$ cat src/rtl/sdram_cmd_arbiter_if.sv
// sdram_cmd_arbiter_if: request, SDRAM-controller and cache/video data-path signals of the arbiter.
// Latency: none; this is only a signal bundle.
// Backpressure: the controller paces the arbiter with sys_cmd_ack and the per-beat valid strobes.
interface sdram_cmd_arbiter_if;
  // requesters
  logic        vid_low;
  logic        cache_wr_req;
  logic        cache_rd_req;
  logic [16:0] cache_wr_addr;
  logic [16:0] cache_rd_addr;
  // SDRAM controller side
  logic [1:0]  sys_cmd;
  logic [22:0] sys_addr;
  logic [1:0]  sys_cmd_ack;
  logic        sys_rd_data_valid;
  logic        sys_wr_data_valid;
  logic [15:0] sys_dout;
  // cache / video data path and status
  logic        cache_wdata_en;
  logic        cache_rdata_en;
  logic        vid_we;
  logic [31:0] vid_data;
  logic        cache_done;
  logic        busy;

  // arbiter side
  modport master (
    input  vid_low, cache_wr_req, cache_rd_req, cache_wr_addr, cache_rd_addr,
    input  sys_cmd_ack, sys_rd_data_valid, sys_wr_data_valid, sys_dout,
    output sys_cmd, sys_addr, cache_wdata_en, cache_rdata_en, vid_we, vid_data,
    output cache_done, busy
  );

  // requesters, controller and data sinks
  modport slave (
    output vid_low, cache_wr_req, cache_rd_req, cache_wr_addr, cache_rd_addr,
    output sys_cmd_ack, sys_rd_data_valid, sys_wr_data_valid, sys_dout,
    input  sys_cmd, sys_addr, cache_wdata_en, cache_rdata_en, vid_we, vid_data,
    input  cache_done, busy
  );
endinterface

$ cat src/rtl/sdram_cmd_arbiter.sv
// sdram_cmd_arbiter: arbitrates video refill and cache write-back/line-fill onto one SDRAM command port.
// Latency: grant edge -> sys_cmd valid 1 cycle; last beat -> cache_done 1 cycle; video pair -> vid_we 1 cycle.
// Backpressure: sys_cmd held until acked; beats advance only on controller strobes. Optional ARB_STARVE_GUARD_EN.
module sdram_cmd_arbiter #(
  parameter int unsigned VID_LAST   = 19199,
  parameter int unsigned STARVE_MAX = 4
) (
  input  logic               clk,
  input  logic               rst,
  sdram_cmd_arbiter_if.master bus
);

  localparam logic [1:0]  CMD_NOP    = 2'b00;
  localparam logic [1:0]  CMD_WR256  = 2'b01;
  localparam logic [1:0]  CMD_RD32   = 2'b10;
  localparam logic [1:0]  CMD_RD256  = 2'b11;
  localparam logic [6:0]  VID_BEAT_LAST   = 7'd15;
  localparam logic [6:0]  CACHE_BEAT_LAST = 7'd127;
  localparam logic [18:0] VID_ADR_LAST    = 19'(VID_LAST);

  typedef enum logic [1:0] {
    IDLE  = 2'd0,
    ISSUE = 2'd1,
    BURST = 2'd2
  } state_t;

  state_t      state_q, state_d;

  logic [1:0]  sys_cmd_q;     // command on the controller port; drops to NOP once acked
  logic [1:0]  op_cmd_q;      // command of the operation in flight, kept for the burst
  logic [22:0] sys_addr_q;
  logic [18:0] vid_adr_q;     // next video block to fetch
  logic [6:0]  beat_q;        // beats seen so far in the current burst
  logic        pair_q;        // 1 when the low halfword of a video pair is held
  logic [15:0] vid_low_half_q;
  logic [31:0] vid_data_q;
  logic        vid_we_q;
  logic        cache_done_q;

  logic        cache_pend;
  logic [1:0]  cache_cmd;
  logic        starve_force;
  logic [1:0]  grant_cmd;
  logic [22:0] grant_addr;
  logic        ack_hit;
  logic        beat_hit;
  logic        last_beat;
  logic        vid_beat;

  assign cache_pend = bus.cache_wr_req | bus.cache_rd_req;
  // write-back outranks line-fill so dirty data leaves before a fill can reuse the line
  assign cache_cmd  = bus.cache_wr_req ? CMD_WR256 : CMD_RD256;

`ifdef ARB_STARVE_GUARD_EN
  logic [2:0] starve_q;       // consecutive video grants while the cache waited

  // Starvation count: advances on video grants that bypass a waiting cache request
  always_ff @(posedge clk or negedge rst) begin
    if (!rst) begin
      starve_q <= 3'd0;
    end else if (state_q == IDLE) begin
      if (!cache_pend || grant_cmd == CMD_WR256 || grant_cmd == CMD_RD256) begin
        starve_q <= 3'd0;
      end else if (grant_cmd == CMD_RD32) begin
        starve_q <= starve_q + 3'd1;
      end
    end
  end

  assign starve_force = cache_pend && (starve_q == 3'(STARVE_MAX));
`else
  assign starve_force = 1'b0;
`endif

  // Next-state and per-cycle decode: grant in IDLE, ack match in ISSUE, beat counting in BURST
  always_comb begin
    state_d    = state_q;
    grant_cmd  = CMD_NOP;
    grant_addr = 23'd0;
    ack_hit    = 1'b0;
    beat_hit   = 1'b0;
    last_beat  = 1'b0;
    case (state_q)
      IDLE: begin
        if (bus.vid_low && !starve_force) begin
          grant_cmd = CMD_RD32;
        end else if (cache_pend) begin
          grant_cmd = cache_cmd;
        end
        case (grant_cmd)
          CMD_WR256: grant_addr = {bus.cache_wr_addr, 6'b000000};
          CMD_RD32:  grant_addr = {1'b1, vid_adr_q, 3'b000};
          CMD_RD256: grant_addr = {bus.cache_rd_addr, 6'b000000};
          default:   grant_addr = 23'd0;
        endcase
        if (grant_cmd != CMD_NOP) begin
          state_d = ISSUE;
        end
      end
      ISSUE: begin
        if (bus.sys_cmd_ack == op_cmd_q) begin
          ack_hit = 1'b1;
          state_d = BURST;
        end
      end
      BURST: begin
        beat_hit  = (op_cmd_q == CMD_WR256) ? bus.sys_wr_data_valid : bus.sys_rd_data_valid;
        last_beat = beat_hit &&
                    (beat_q == ((op_cmd_q == CMD_RD32) ? VID_BEAT_LAST : CACHE_BEAT_LAST));
        if (last_beat) begin
          state_d = IDLE;
        end
      end
      default: state_d = IDLE;
    endcase
  end

  assign vid_beat = beat_hit && (op_cmd_q == CMD_RD32);

  // State register
  always_ff @(posedge clk or negedge rst) begin
    if (!rst) begin
      state_q <= IDLE;
    end else begin
      state_q <= state_d;
    end
  end

  // Command/address: latched at grant, command held until acked; address stays for the whole op
  always_ff @(posedge clk or negedge rst) begin
    if (!rst) begin
      sys_cmd_q  <= CMD_NOP;
      op_cmd_q   <= CMD_NOP;
      sys_addr_q <= 23'd0;
    end else if (state_q == IDLE && grant_cmd != CMD_NOP) begin
      sys_cmd_q  <= grant_cmd;
      op_cmd_q   <= grant_cmd;
      sys_addr_q <= grant_addr;
    end else if (ack_hit) begin
      sys_cmd_q  <= CMD_NOP;
    end
  end

  // Video block pointer: advances once per accepted video command, wrapping at the frame end
  always_ff @(posedge clk or negedge rst) begin
    if (!rst) begin
      vid_adr_q <= 19'd0;
    end else if (ack_hit && op_cmd_q == CMD_RD32) begin
      vid_adr_q <= (vid_adr_q == VID_ADR_LAST) ? 19'd0 : vid_adr_q + 19'd1;
    end
  end

  // Beat counter: counts only the strobe that belongs to the command in flight
  always_ff @(posedge clk or negedge rst) begin
    if (!rst) begin
      beat_q <= 7'd0;
    end else if (ack_hit) begin
      beat_q <= 7'd0;
    end else if (beat_hit) begin
      beat_q <= last_beat ? 7'd0 : beat_q + 7'd1;
    end
  end

  // Video pairing: first halfword of a pair is parked, second one completes the 32-bit word
  always_ff @(posedge clk or negedge rst) begin
    if (!rst) begin
      pair_q         <= 1'b0;
      vid_low_half_q <= 16'd0;
      vid_data_q     <= 32'd0;
      vid_we_q       <= 1'b0;
    end else begin
      vid_we_q <= vid_beat && pair_q;
      if (vid_beat) begin
        pair_q <= ~pair_q;
        if (!pair_q) begin
          vid_low_half_q <= bus.sys_dout;
        end else begin
          vid_data_q <= {bus.sys_dout, vid_low_half_q};
        end
      end
    end
  end

  // Completion pulse for cache operations only; video refills complete silently
  always_ff @(posedge clk or negedge rst) begin
    if (!rst) begin
      cache_done_q <= 1'b0;
    end else begin
      cache_done_q <= last_beat && (op_cmd_q != CMD_RD32);
    end
  end

  assign bus.sys_cmd        = sys_cmd_q;
  assign bus.sys_addr       = sys_addr_q;
  assign bus.vid_we         = vid_we_q;
  assign bus.vid_data       = vid_data_q;
  assign bus.cache_done     = cache_done_q;
  assign bus.busy           = (state_q != IDLE);
  // the cache data strobes pass straight through so the cache sees the beat in the same cycle
  assign bus.cache_wdata_en = (state_q == BURST) && (op_cmd_q == CMD_RD256) && bus.sys_rd_data_valid;
  assign bus.cache_rdata_en = (state_q == BURST) && (op_cmd_q == CMD_WR256) && bus.sys_wr_data_valid;

endmodule

$ cat src/flat_wrapper.sv
// flat-port wrapper written by rule: the top's interface ports become plain ports
module sdram_cmd_arbiter_flat 
#(
  parameter int unsigned VID_LAST   = 19199,
  parameter int unsigned STARVE_MAX = 4
)
  (clk, rst, bus_vid_low, bus_cache_wr_req, bus_cache_rd_req, bus_cache_wr_addr, bus_cache_rd_addr, bus_sys_cmd_ack, bus_sys_rd_data_valid, bus_sys_wr_data_valid, bus_sys_dout, bus_sys_cmd, bus_sys_addr, bus_cache_wdata_en, bus_cache_rdata_en, bus_vid_we, bus_vid_data, bus_cache_done, bus_busy);
  sdram_cmd_arbiter_if bus_i ();
  input  logic clk;
  input  logic rst;
  input wire logic [$bits(bus_i.vid_low)-1:0] bus_vid_low;
  input wire logic [$bits(bus_i.cache_wr_req)-1:0] bus_cache_wr_req;
  input wire logic [$bits(bus_i.cache_rd_req)-1:0] bus_cache_rd_req;
  input wire logic [$bits(bus_i.cache_wr_addr)-1:0] bus_cache_wr_addr;
  input wire logic [$bits(bus_i.cache_rd_addr)-1:0] bus_cache_rd_addr;
  input wire logic [$bits(bus_i.sys_cmd_ack)-1:0] bus_sys_cmd_ack;
  input wire logic [$bits(bus_i.sys_rd_data_valid)-1:0] bus_sys_rd_data_valid;
  input wire logic [$bits(bus_i.sys_wr_data_valid)-1:0] bus_sys_wr_data_valid;
  input wire logic [$bits(bus_i.sys_dout)-1:0] bus_sys_dout;
  output wire logic [$bits(bus_i.sys_cmd)-1:0] bus_sys_cmd;
  output wire logic [$bits(bus_i.sys_addr)-1:0] bus_sys_addr;
  output wire logic [$bits(bus_i.cache_wdata_en)-1:0] bus_cache_wdata_en;
  output wire logic [$bits(bus_i.cache_rdata_en)-1:0] bus_cache_rdata_en;
  output wire logic [$bits(bus_i.vid_we)-1:0] bus_vid_we;
  output wire logic [$bits(bus_i.vid_data)-1:0] bus_vid_data;
  output wire logic [$bits(bus_i.cache_done)-1:0] bus_cache_done;
  output wire logic [$bits(bus_i.busy)-1:0] bus_busy;
  assign bus_i.vid_low = bus_vid_low;
  assign bus_i.cache_wr_req = bus_cache_wr_req;
  assign bus_i.cache_rd_req = bus_cache_rd_req;
  assign bus_i.cache_wr_addr = bus_cache_wr_addr;
  assign bus_i.cache_rd_addr = bus_cache_rd_addr;
  assign bus_i.sys_cmd_ack = bus_sys_cmd_ack;
  assign bus_i.sys_rd_data_valid = bus_sys_rd_data_valid;
  assign bus_i.sys_wr_data_valid = bus_sys_wr_data_valid;
  assign bus_i.sys_dout = bus_sys_dout;
  assign bus_sys_cmd = bus_i.sys_cmd;
  assign bus_sys_addr = bus_i.sys_addr;
  assign bus_cache_wdata_en = bus_i.cache_wdata_en;
  assign bus_cache_rdata_en = bus_i.cache_rdata_en;
  assign bus_vid_we = bus_i.vid_we;
  assign bus_vid_data = bus_i.vid_data;
  assign bus_cache_done = bus_i.cache_done;
  assign bus_busy = bus_i.busy;
  sdram_cmd_arbiter #(.VID_LAST(VID_LAST), .STARVE_MAX(STARVE_MAX)) u_core (.clk(clk), .rst(rst), .bus(bus_i));
endmodule
$ cat config.mk
export PLATFORM = sky130hd
export DESIGN_NAME = sdram_cmd_arbiter_flat
export DESIGN_NICKNAME = d
export VERILOG_FILES = /design/src/rtl/sdram_cmd_arbiter_if.sv /design/src/rtl/sdram_cmd_arbiter.sv /design/src/flat_wrapper.sv
export SDC_FILE = /design/constraint.sdc
export NUM_CORES = 1
export LEC_CHECK = 0
export BUFFER_PORTS_ARGS = -buffer_cell sky130_fd_sc_hd__buf_2
export CAP_MARGIN = 15
export CORE_MARGIN = 2
export CORE_UTILIZATION = 30
export CTS_CLUSTER_SIZE = 10
export DETAILED_ROUTE_END_ITERATION = 12
export GPL_ROUTABILITY_DRIVEN = 0
export GPL_TIMING_DRIVEN = 0
export PLACE_DENSITY = 0.5
export SLEW_MARGIN = 20
export SYNTH_ARGS = -nofsm -noshare
export SYNTH_HDL_FRONTEND = slang
export SYNTH_SLANG_ARGS = --single-unit
export TNS_END_PERCENT = 30
$ cat constraint.sdc
create_clock -name clk -period 3.9 [get_ports clk]
set_input_delay 0.78 -clock clk [delete_from_list [all_inputs] [get_ports clk]]
set_output_delay 0.78 -clock clk [all_outputs]
set_load 0.01 [all_outputs]
==> results by stage, run 1 <==
Clock tree:
- In this run, post-CTS repair resized a total of 0 instances.
- After clock tree synthesis, the clock-pin slew on the worst setup and hold paths is about 0.070 ns.
- At the later pin of the worst-skew pair, clock insertion delay measures 0.34 ns.
- The number of clock buffers added by TritonCTS is 9.
- Clock tree synthesis selected as its root buffer the cell sky130_fd_sc_hd__clkbuf_16.
- The number of sinks on the clock net is between 100 and 150.
- CTS built an H-tree with a depth of 3.
- For this design, the CTS-stage hold fixing added 0 buffers.
- The maximum clock path buffer count is 2.
- TritonCTS built the clock tree.
- Post-CTS timing repair inserted 0 buffers for setup.

Global route:
- The number of antenna violations at the first check in global routing is 0.
- The global-route usage over all layers is 14.08%.
- The first global-routing pass estimated 17.84 mm of wire.
- The number of global-route vias before repair is 3398.
- Entering global routing, the biggest net connects 54 pins.
- For this run the aggregate overflow at the end of global routing stands at 0.

Timing:
- Once routing completed, OpenROAD measured the worst setup slack at between 1 and 1.5 ns.
- Measured against its own limit, the worst slew margin works out to 42.87%.
- The final number of hold-violating endpoints is 0.
- The max-slew violation count came to 0.
- The final count of negative-setup-slack endpoints is 0.
- Setup repair after global routing left no endpoint under its margin.
- At the pin with the least slew margin, the transition time is 0.8504 ns.
- Derived from the worst setup path, the maximum achievable clock frequency is slightly above 400 MHz.
- The worst path needs 2.440 ns of the cycle, external delays included.
- Summed over all failing endpoints, the final setup total negative slack is 0 ns.
- The worst path uses 62.56% of the clock period.
- Between clock sinks in the finished design, the worst skew comes to 0.006680 ns.

Cells and area:
- The area overhead of the layout relative to synthesis is 25.16%.
- The finished cells cover 5801 um2.
- The number of nets at the end of the flow is 590.
- The filler cells instantiated in the layout total 1495.
- The final antenna diode count is 0.
- In the final layout, the share of cells above drive strength 1 is 33.33%.
- The finished layout holds 722 standard cells, fillers aside.

Floorplanning:
- For this configuration, the core starts out at a cell density of 30.60%.
- The total die area is 16460 um2.
- The vertical die dimension is 128.3 um.
- The width of the die is 128.3 um.
- The number of ports placed on the die boundary is about 120.
- The number of rows created at floorplan is 45.
- The core area is 15150 um2.

Placed design:
- After detailed placement, the total cell area comes to 5492 um2.
- The count of placed standard cells including taps is 706.
- Summed over all nets, the half-perimeter wirelength after detailed placement is between 8 and 9 mm.
- The worst-case setup slack after placement is between 1 and 1.5 ns.
- The count of buffers added on input and output ports is between 100 and 150.

Route:
- The via density per instance is roughly 4.9.
- The number of optimization iterations in the first detailed-route pass is 4.
- The number of vias after detailed routing is between 3k and 4k.
- The total wire length after detailed routing is 11.44 mm.
- After detailed routing, the average wire length per cell comes to about 16 um.
- The remaining number of nets flagged by the antenna check after routing is 0.
- After detailed routing, the number of remaining DRC violations is 0.
- The number of violations reported at the end of detailed-routing iteration 0 is 200.

Power and ir drop:
- In this run, the clock network consumes between 20% and 30% of the power.
- The leakage dissipation is roughly 0.0029 uW.
- The cell-internal power is 2230 uW.
- For this design the ratio of total power to cell area is 565.4 nW/um2.
- The maximum ir drop on the vdd rail is 0.0002197 V.
- In this run, the combinational gates consume 26.7% of the power.
- The fraction of power spent switching nets is 32.00%.
- The register share of total power is 45.0%.
- The switching power total is around 1000 uW.

Logic synthesis:
- For this run, the number of Yosys warnings is 0.
- Synthesis produced 399 cells.
- The mapped cell area is 4634 um2.
- The predominant post-synthesis flop cell is sky130_fd_sc_hd__dfrtp_1.
- Each instance of the synthesized netlist takes up on average 11.62 um2.
- The flip-flop and latch count after synthesis is 103.
- The synthesized design contains 0 enable-type register cells.
- Of all flip-flops after synthesis, the portion carrying an async set or reset was 100.0%.
- The sequential-to-total area share from yosys stat is a little under three fifths.
- The number of different library cells used by synthesis comes to 53.

Critical path:
- The highest fanout seen on the critical path is 9.
- The worst register-to-register path ends at u_core.bus.sys_addr[21].
- The data arrival at the endpoint of the critical path is 1.66 ns.
- The worst register-to-register path has a depth of 7.
- Across all register-to-register paths, the minimum setup slack is around 1.7 ns.
- The worst setup path is of the reg2out kind.
- STA classifies the critical path endpoint as an output pin.
- The worst setup path is launched from a flip-flop.
- The beginning of the worst register-to-register path is u_core.state_q[0].
- The required arrival time at the worst endpoint is ~3.1 ns.

Min path:
- The class of the tightest hold or removal check is in2async.

Flow run:
- The tool flagged a number of max-cap violations equal to 0.

Outcome:
- The flow ran to the end, and the final reports show no timing, DRC or antenna violations.
state kept, by name, indices dropped and copies added (netlist names):
name	flops
u_core.bus.vid_data	32
u_core.bus.sys_addr	20
u_core.vid_adr_q	19
u_core.vid_low_half_q	16
u_core.beat_q	7
u_core.bus.sys_cmd	2
u_core.op_cmd_q	2
u_core.state_q	2
u_core.bus.cache_done	1
u_core.bus.vid_we	1
u_core.pair_q	1
area by class of cell:
class / instances / area, um2 / area share [%]
clock buffer: 12 / 256.5 / 4.422
tap: 188 / 235.2 / 4.055
clock inverter: 4 / 52.55 / 0.9060
inverter: 5 / 18.77 / 0.3236
buffer: 24 / 131.4 / 2.265
timing repair buffer: 117 / 614.3 / 10.59
sequential: 103 / 2577 / 44.43
multi-input combinational: 269 / 1914 / 33.00
power groups by stage:
| stage | logic [uW] | registers (uW) | clock network [uW] |
|---|---|---|---|
| after floorplan | 467 | 1540 | 0 |
| after global placement | 871 | 1480 | 0 |
| after detailed placement | 891 | 1500 | 0 |
| after CTS | 890 | 1480 | 958 |
| after global routing | 980 | 1510 | 1000 |
| final | 875 | 1470 | 930 |
routing by layer:
layer | up-vias | global-route usage, % | wire length, um
li1 | 1689 | - | -
met4 | 0 | 5.495 | 138
met2 | 85 | 21.75 | 5373
met1 | 1729 | 19.30 | 5423
met3 | 11 | 3.047 | 499
met5 | - | 0 | 0
worst max-delay path, cell delays in order (launching register included):
cell and delay, ns:
sky130_fd_sc_hd__dfrtp_1 0.46, sky130_fd_sc_hd__nor2_1 0.55, sky130_fd_sc_hd__inv_2 0.14, sky130_fd_sc_hd__buf_2 0.18
cell families after synthesis:
kind of cell | synth area share (%)
adders and majority gates | 0.5399
buffers and inverters | 3.239
other | 0.08092
muxes | 12.53
DFF | 55.62
and+or+nand+nor | 14.34
AOI/OAI and AO/OA | 9.908
xor gates and xnor gates | 3.753
synthesized netlist by cell type, types with 2 or more instances:
master / n / share of area, %
sky130_fd_sc_hd__nand2b_1: 5 / 0.67
sky130_fd_sc_hd__o21ai_1: 4 / 0.43
sky130_fd_sc_hd__buf_4: 8 / 1.3
sky130_fd_sc_hd__mux2_1: 23 / 5.6
sky130_fd_sc_hd__nand3_1: 17 / 1.8
sky130_fd_sc_hd__nor3_1: 5 / 0.54
sky130_fd_sc_hd__nand2_1: 38 / 3.1
sky130_fd_sc_hd__nor2_1: 22 / 1.8
sky130_fd_sc_hd__clkbuf_1: 11 / 0.89
sky130_fd_sc_hd__nor4bb_1: 2 / 0.43
sky130_fd_sc_hd__nand4_1: 6 / 0.81
sky130_fd_sc_hd__and3_1: 3 / 0.41
sky130_fd_sc_hd__or3_1: 3 / 0.41
sky130_fd_sc_hd__a21oi_1: 7 / 0.76
sky130_fd_sc_hd__nor3b_1: 2 / 0.32
sky130_fd_sc_hd__ha_1: 2 / 0.54
sky130_fd_sc_hd__a221o_1: 16 / 3.5
sky130_fd_sc_hd__xnor2_1: 9 / 1.7
sky130_fd_sc_hd__nor4_1: 4 / 0.54
sky130_fd_sc_hd__dfrtp_1: 103 / 56
sky130_fd_sc_hd__o21ai_0: 36 / 3.9
sky130_fd_sc_hd__mux2_2: 25 / 6.1
sky130_fd_sc_hd__nor3_2: 2 / 0.43
sky130_fd_sc_hd__inv_1: 4 / 0.32
sky130_fd_sc_hd__mux2i_1: 4 / 0.86
sky130_fd_sc_hd__buf_2: 3 / 0.32
sky130_fd_sc_hd__xor2_1: 9 / 1.7
placed cells by master (no fill, tap or decap), types with 5 or more instances in the layout:
cell	instances
sky130_fd_sc_hd__a21oi_1	7
sky130_fd_sc_hd__a221o_1	16
sky130_fd_sc_hd__buf_2	118
sky130_fd_sc_hd__buf_4	8
sky130_fd_sc_hd__clkbuf_1	12
sky130_fd_sc_hd__clkbuf_16	9
sky130_fd_sc_hd__dfrtp_1	103
sky130_fd_sc_hd__mux2_1	23
sky130_fd_sc_hd__mux2_2	25
sky130_fd_sc_hd__nand2_1	38
sky130_fd_sc_hd__nand2b_1	5
sky130_fd_sc_hd__nand3_1	17
sky130_fd_sc_hd__nand4_1	6
sky130_fd_sc_hd__nor2_1	22
sky130_fd_sc_hd__nor3_1	5
sky130_fd_sc_hd__o21ai_0	36
sky130_fd_sc_hd__xnor2_1	9
sky130_fd_sc_hd__xor2_1	9
through the flow:
step	power, uW	utilization (%)	hold WS (ns)
2_1_floorplan	2003	-	0.4580
3_3_place_gp	2354	36.03	0.4601
3_5_place_dp	2387	36.26	0.4683
4_1_cts	3327	38.30	0.3955
5_1_grt	3491	38.30	0.4135
6_report	3279	38.30	0.3779
worst max path at each step:
stage / startpoint / end / cells past startpoint
4_1_cts: u_core.state_q[0] / bus_busy / 3
3_3_place_gp: rst / u_core.bus.sys_addr[10] / 1
3_5_place_dp: bus_cache_rd_req / u_core.bus.sys_addr[19] / 7
2_1_floorplan: bus_sys_wr_data_valid / bus_cache_rdata_en / 2
5_1_grt: u_core.state_q[0] / bus_busy / 3
6_report: u_core.state_q[0] / bus_busy / 3
(Power assumes the default switching activity.)
==> run 2, diff against run 1 <==
==> constraint.sdc (replaced) <==
create_clock -name clk -period 2.29 [get_ports clk]
set_input_delay 0.458 -clock clk [delete_from_list [all_inputs] [get_ports clk]]
set_output_delay 0.458 -clock clk [all_outputs]
set_load 0.01 [all_outputs]
==> run 2 against run 1 <==
Compared with the run above:
- sequential share of layout area about the same
- global-route usage unchanged
- final cell count unchanged
- via count rose by 0.26%
- clock power rose by 70%
- largest power group unchanged
- count of clock-buffer cells in the layout unchanged
- die area unchanged
- hold slack lost 0.32 ns
- combinational power grew 70%
- clock skew hardly changed
- critical path depth grew 2
- largest cell class unchanged
==> results by stage, run 2 (synthesis results as in run 1) <==
Global route:
- The number of global-route vias before repair is 3398.
- The global-route usage over all layers is 14.08%.
- The first global-routing pass estimated 17.84 mm of wire.
- The number of antenna violations at the first check in global routing is 0.
- The sum of overflow across all layers after global routing is 0.
- The largest net degree at the start of global routing is 54.

Flow run:
- Across the run, the number of max-cap violations was 0.

Timing:
- Hold timing on the final database bottoms out at a slack of 0.05591 ns.
- Measured against its own limit, the worst slew margin works out to 43.48%.
- The worst path meets setup with just under 0.2 ns of slack.
- Between clock sinks in the finished design, the worst skew comes to between 0.006 and 0.007 ns.
- The slew of the pin with the lowest slew margin is between 0.8 and 0.9 ns.
- The share of the clock period used by the worst path is 91.51%.
- The final count of negative-setup-slack endpoints is 0.
- The maximum operating frequency is 477.2 MHz.
- The max-slew violation count is 0.
- Setup repair after global routing left no endpoint under its margin.
- The final critical-path required period is 2.096 ns.
- The total negative slack for setup checks is 0 ns.
- The final number of hold-violating endpoints is 0.

Power and ir drop:
- The completed layout was analyzed and its total power is 5590 uW.
- The power density normalized to cell area is 963.4 nW/um2.
- The combinational power share is 26.7%.
- The share of total power dissipated in sequential elements is 45.0%.
- The proportion of power drawn by the clock network is 28.3%.
- The maximum ir drop on the vdd rail is about 0.00037 V.
- Internal power comes to 3800 uW.
- The leakage dissipation is 0.002915 uW.
- The fraction of power spent switching nets is 32.03%.
- The analysis attributes to net switching a power of 1791 uW.

Clock tree:
- CTS placed an instance of sky130_fd_sc_hd__clkbuf_16 at the clock tree root.
- The H-tree level count is 3.
- After clock tree synthesis, the clock-pin slew on the worst setup and hold paths is 0.07 ns.
- The clock network latency to the later pin of the worst-skew pair is 0.34 ns.
- CTS saw 103 sinks.
- The post-CTS setup repair buffer count is 0.
- The maximum clock path buffer count is 2.
- The number of hold buffers added after CTS was 0.
- The CTS tree is done.
- TritonCTS created 9 clock buffers.

Route:
- Dividing the detail-routed via count by the number of cells gives 4.880.
- The routed layout has about 3.5k vias.
- In the final routed layout, each cell accounts on average for 15.83 um.
- In this run, the number of DRC markers left after iteration 0 of detailed routing was 200.
- The first detailed-routing pass ran for 4 iterations.
- The total wire length after detailed routing is 11.43 mm.
- Once detail routing completed, the nets flagged for antenna violations numbered 0.
- For this run, design rule violations remaining after detail routing come to 0.

Floorplanning:
- The number of rows created at floorplan is between 40 and 50.
- From left edge to right edge, the die measures between 100 and 150 um.
- The vertical die dimension is about 130 um.
- The number of ports placed on the die boundary is 121.
- For this configuration, the core starts out at a cell density of 30.60%.
- The floorplan step defined a core boundary enclosing 15150 um2.
- The total die area is approximately 16000 um2.

Critical path:
- The data arrival at the endpoint of the critical path is between 2 and 2.5 ns.
- The type of origin of the critical path is a flip-flop.
- The category of the critical setup timing path is reg2reg.
- The worst path buffer plus inverter count is 2.
- The delay contributed by the slowest stage of the critical path is 0.49 ns.
- On the critical path, the stage with the largest delay is an instance of sky130_fd_sc_hd__nor4_4.
- STA classifies the critical path endpoint as a flip-flop.
- The required arrival time at the worst endpoint is 2.52 ns.
- Along the worst path, the maximum fanout reaches 10.
- The family with the most delay on the worst path is simple AND/OR/NAND/NOR gates.
- The cell repeated most along the worst path is sky130_fd_sc_hd__buf_4.
- Traced cell by cell, the critical path runs through nand2b_1 > buf_4 > nor4_4 > buf_4 > mux2_2.

Cells and area:
- The top cell types in the final layout, fill and taps aside, are sky130_fd_sc_hd__buf_2 (118), sky130_fd_sc_hd__dfrtp_1 (103), sky130_fd_sc_hd__nand2_1 (38), sky130_fd_sc_hd__o21ai_0 (36), sky130_fd_sc_hd__mux2_2 (25).
- The area occupied by registers is 2577 um2.
- The fraction of final layout cells with drive strength greater than 1 is between 30 and 40%.
- The post-route core utilization is between 30% and 40%.
- The register with the most flip-flops in the layout has 32 of them.
- The final-layout fill cell count is 1494.
- The net count of the finished layout is 590.
- The most common cell after layout, fill and taps aside is sky130_fd_sc_hd__buf_2.
- The area overhead of the layout relative to synthesis is 25.22%.
- Summing all multi-input logic gate instances after layout gives around 1900 um2.
- The final antenna diode count is 0.

Min path:
- The class of the tightest hold or removal check is in2async.

Placed design:
- At the placement stage, the worst setup path has a slack of around 0.052 ns.
- The number of buffer cells added on primary ports is between 100 and 150.
- The total half-perimeter wirelength after legalization and detailed placement is 8.659 mm.

Outcome:
- The run finished with clean final reports.
[run 2: final timing paths]
path | end | cells after the start | slack (ns) | from
min | u_core.bus.vid_data[11] | 1 | 0.06 | rst
max | u_core.vid_low_half_q[12] | 5 | 0.19 | u_core.state_q[0]
min reg2reg | u_core.bus.sys_addr[8] | 2 | 0.48 | u_core.bus.sys_addr[8]
min in group clk | u_core.bus.vid_data[19] | 2 | 0.35 | bus_sys_dout[3]
max reg2reg | u_core.vid_low_half_q[12] | 5 | 0.19 | u_core.state_q[0]
max in group asynchronous | u_core.vid_adr_q[13] | 2 | 1.60 | rst
[run 2: cell type report]
cell class | instances | area share [%]
well taps | 188 | 4.053
flip-flops and latches | 103 | 44.42
clock buffers | 12 | 4.420
plain buffers | 24 | 2.264
clock inverters | 4 | 0.9056
inverters | 5 | 0.3234
multi-input cells | 269 | 33.03
repair buffers | 117 | 10.59
[run 2: power groups by stage]
stage	Sequential [uW]	Combinational, uW	Clock [uW]
after floorplan	2620	795	0
after global placement	2530	1480	0
after detailed placement	2550	1520	0
after CTS	2520	1520	1630
after global routing	2570	1670	1710
final	2510	1490	1580
[run 2: routing by layer]
metal  part of all wire, %  vias up  routed length (um)  track usage [%]
met5                     0        -                   0                0
li1                      -     1690                   -                -
met2                    47       89                5371            21.75
met1                    47     1733                5388            19.30
met3                   4.6       11                 530            3.047
met4                   1.2        0                 138            5.495
[run 2: stage by stage]
stage               instances  area, um2
finish                    722       5803
global placement          705       5458
floorplan                 401       4642
global route              722       5803
CTS                       722       5801
detailed placement        706       5492
[run 2: worst register-to-register path: stages, from the launching register on]
cell and delay [ns]:
sky130_fd_sc_hd__dfrtp_1 0.47, sky130_fd_sc_hd__nand2b_1 0.18, sky130_fd_sc_hd__buf_4 0.18, sky130_fd_sc_hd__nor4_4 0.49, sky130_fd_sc_hd__buf_4 0.31, sky130_fd_sc_hd__mux2_2 0.36
[run 2: timing repair]
item	CTS	global route
endpoints found under the hold margin	0	0
gates resized for setup	0	1
setup endpoints to repair	0	20
==> run 3, diff against run 2 <==
--- a/config.mk
+++ b/config.mk
@@ -8,12 +8,12 @@
 export BUFFER_PORTS_ARGS = -buffer_cell sky130_fd_sc_hd__buf_2
 export CAP_MARGIN = 15
 export CORE_MARGIN = 2
-export CORE_UTILIZATION = 30
+export CORE_UTILIZATION = 53
 export CTS_CLUSTER_SIZE = 10
 export DETAILED_ROUTE_END_ITERATION = 12
 export GPL_ROUTABILITY_DRIVEN = 0
 export GPL_TIMING_DRIVEN = 0
-export PLACE_DENSITY = 0.5
+export PLACE_DENSITY = 0.8
 export SLEW_MARGIN = 20
 export SYNTH_ARGS = -nofsm -noshare
 export SYNTH_HDL_FRONTEND = slang
==> run 3 against run 2 <==
Compared with the run above:
- flip-flop and latch count stayed put
- sequential power hardly changed
- die area is 42% lower
- first-iteration DRC count is 15% lower
- fmax is 1.2% lower
- critical endpoint is now u_core.vid_low_half_q[11]
- highest routed layer unchanged
==> results by stage, run 3 (synthesis results as in run 1) <==
Floorplanning:
- The die covers 9508 um2.
- The width of the die is 97.51 um.
- The effective utilization at floorplan is between 50% and 60%.
- The vertical die dimension is 97.51 um.
- Row generation in the floorplan step produced 34 rows.
- The total area inside the core boundary comes to between 8000 and 9000 um2.
- For this design the top-level I/O count stands at between 100 and 150.

Cells and area:
- Measured on the finished design, the core utilization comes to 65.67%.
- The final antenna diode count is 0.
- The area occupied by registers is 2577 um2.
- The filler cells instantiated in the layout total about 650.
- The most common cell after layout, fill and taps aside is sky130_fd_sc_hd__buf_2.
- The area used by multi-input combinational logic is between 1500 and 2000 um2.
- The final cell area excluding filler cells is ~5600 um2.
- From synthesis to final layout, the design area changed by 21.76%.
- The fraction of final layout cells with drive strength greater than 1 is 33.64%.
- The top cell types in the final layout, fill and taps aside, are sky130_fd_sc_hd__buf_2 (118), sky130_fd_sc_hd__dfrtp_1 (103), sky130_fd_sc_hd__nand2_1 (38), sky130_fd_sc_hd__o21ai_0 (36), sky130_fd_sc_hd__mux2_2 (25).
- The register with the most flip-flops in the layout has 32 of them.
- For this run, the post-layout net count is 591.
- The count of cells in the finished layout, fillers not included, comes to about 640.

Critical path:
- The data arrival at the endpoint of the critical path is approximately 2.4 ns.
- The required arrival time at the worst endpoint is 2.55 ns.
- The register-to-register path setup slack is 0.17 ns.
- The category of the critical setup timing path is reg2reg.
- The worst setup path is captured at a flip-flop.
- The type of origin of the critical path is a flip-flop.
- The number of cell instances on the worst register-to-register path is 5.
- The end of the worst register-to-register path is u_core.vid_low_half_q[11].
- Along the worst path, the maximum fanout reaches 10.
- The beginning of the worst register-to-register path is u_core.state_q[0].

Global route:
- The number of global-route vias before repair is 3515.
- The global-route wire length before repair is 17.45 mm.
- The global-route usage over all layers is 22.74%.
- The number of antenna violations at the first check in global routing is 0.
- Global routing consumed, on the met2 layer, between 30% and 40% of the routing resources.
- The most congested layer reported by global routing is met2.
- The met3 track demand over resource is under 10%.
- The global routing usage on met1 is 31.21%.
- The sum of overflow across all layers after global routing is 0.
- The largest net degree at the start of global routing is 81.

Clock tree:
- In this run, CTS created clock tree buffers numbering 9.
- Clock-pin slew was measured on the worst setup and hold paths at 0.11 ns.
- The maximum clock path buffer count is 2.
- In this run the post-CTS setup repair buffer count came out at 0.
- The CTS tree is done.
- The clock network latency to the later pin of the worst-skew pair is 0.37 ns.
- The H-tree generated during clock tree synthesis spans 3 levels.
- For this design, the sink count on the clock tree is 103.
- The CTS root buffer is sky130_fd_sc_hd__clkbuf_8.

Placed design:
- In this run, placement finished with an instance count of 626.
- After detailed placement, the total cell area comes to about 5400 um2.
- The total half-perimeter wirelength after legalization and detailed placement is around 7.8 mm.
- The number of buffer cells added on primary ports is 116.

Route:
- The via density per instance is 5.563.
- The first TritonRoute pass finished after 5 iterations.
- The count of nets left with antenna violations once routing finished came out at 0.
- In this run, the number of DRC markers left after iteration 0 of detailed routing was 170.
- The number of vias after detailed routing is 3577.
- In the final routed layout, each cell accounts on average for 16.50 um.
- For this run, design rule violations remaining after detail routing come to 0.
- Summed over all layers, the routed wires come to about 11 mm.

Power and ir drop:
- The power density normalized to cell area is 945.8 nW/um2.
- Summed over all cells, the static leakage comes to 0.002884 uW.
- IR analysis of the VDD net gives a maximum drop of 0.0004223 V.

Timing:
- Timing would allow up to 471.7 MHz.
- The max-slew violation count came to 0.
- The worst clock skew on the final layout is about 0.015 ns.
- The slew of the pin with the lowest slew margin is 0.6893 ns.
- The final critical-path required period is 2.120 ns.
- The worst pin sits at a relative slew slack of 53.69%.
- The final number of hold-violating endpoints is 0.
- The final count of negative-setup-slack endpoints is 0.
- Setup repair after global routing left no endpoint under its margin.
- Of the available clock period, the critical path in the final layout requires 92.58%.

Min path:
- For hold timing, the worst endpoint is u_core.bus.vid_data[21].
- Along the worst hold path, the cell count comes to 2.
- The worst hold path belongs to the class in2reg.
- In this run the most critical hold path is launched from bus_sys_dout[5].

Flow run:
- Across the run, the number of max-cap violations was 0.

Outcome:
- The flow ran to the end, and the final reports show no timing, DRC or antenna violations.
run 3: cell count changes in the layout (fill, tap and decap cells not counted), sizes merged:
cell	change
inv	+1
clkinv	-2
clkinvlp	+1
bufinv	+1
clkbuf	-1
dlygate4sd3	+1
run 3: how the worst max path moves through the flow:
| stage | startpoint | endpoint | slack, ns | depth (start not counted) |
|---|---|---|---|---|
| 4_1_cts | u_core.state_q[0] | u_core.bus.sys_addr[8] | 0.11 | 7 |
| 5_1_grt | u_core.state_q[0] | u_core.vid_low_half_q[11] | 0.04 | 5 |
| 3_3_place_gp | rst | u_core.bus.sys_addr[6] | -0.25 | 1 |
| 2_1_floorplan | u_core.state_q[0] | u_core.bus.vid_data[23] | 0.46 | 7 |
| 6_report | u_core.state_q[0] | u_core.vid_low_half_q[11] | 0.17 | 5 |
| 3_5_place_dp | u_core.state_q[0] | u_core.bus.sys_addr[10] | 0.13 | 7 |
run 3: timing repair:
item | in CTS | in global routing
setup endpoints to repair | 0 | 20
gates resized for setup | 0 | 1
hold buffers | 1 | 0
endpoints found under the hold margin | 23 | 0
run 3: metal layers:
| metal | vias to the layer above | wire, um |
|---|---|---|
| met2 | 98 | 5151 |
| met4 | 0 | 251 |
| met1 | 1764 | 4815 |
| met3 | 21 | 389 |
| li1 | 1694 | - |
| met5 | - | 0 |
run 3: where the power goes:
part / total (uW) / internal (uW) / switching (uW) / leakage [uW]
logic: 1490 / 652 / 842 / 0.00139
clock network: 1330 / 688 / 640 / 0.000118
registers: 2520 / 2240 / 280 / 0.00138
total: 5340 / 3580 / 1760 / 0.00288
run 3: through the flow:
stage          hold WS, ns  setup slack, ns  setup TNS, ns  total power, uW
6_report            0.3221           0.1698              0             5337
5_1_grt             0.3208          0.03790              0             5624
4_1_cts             0.3174           0.1069              0             5350
3_5_place_dp        0.3305           0.1256              0             4035
3_3_place_gp        0.4485          -0.2520         -25.31             3945
2_1_floorplan       0.1624           0.4647              0             3412
run 3: layout make-up:
class / count / share of cell area [%]
Buffer: 24 / 2.328
Clock buffer: 11 / 2.683
Clock inverter: 5 / 1.552
Inverter: 5 / 0.3326
Multi-Input combinational cell: 269 / 33.97
Sequential cell: 103 / 45.68
Tap cell: 108 / 2.395
Timing Repair Buffer: 118 / 11.06
run 3: critical path, stage by stage, from the launching register on:
cell and delay (ns):
sky130_fd_sc_hd__dfrtp_1 0.49, sky130_fd_sc_hd__nand2b_1 0.18, sky130_fd_sc_hd__buf_4 0.17, sky130_fd_sc_hd__nor4_4 0.50, sky130_fd_sc_hd__buf_4 0.30, sky130_fd_sc_hd__mux2_2 0.37
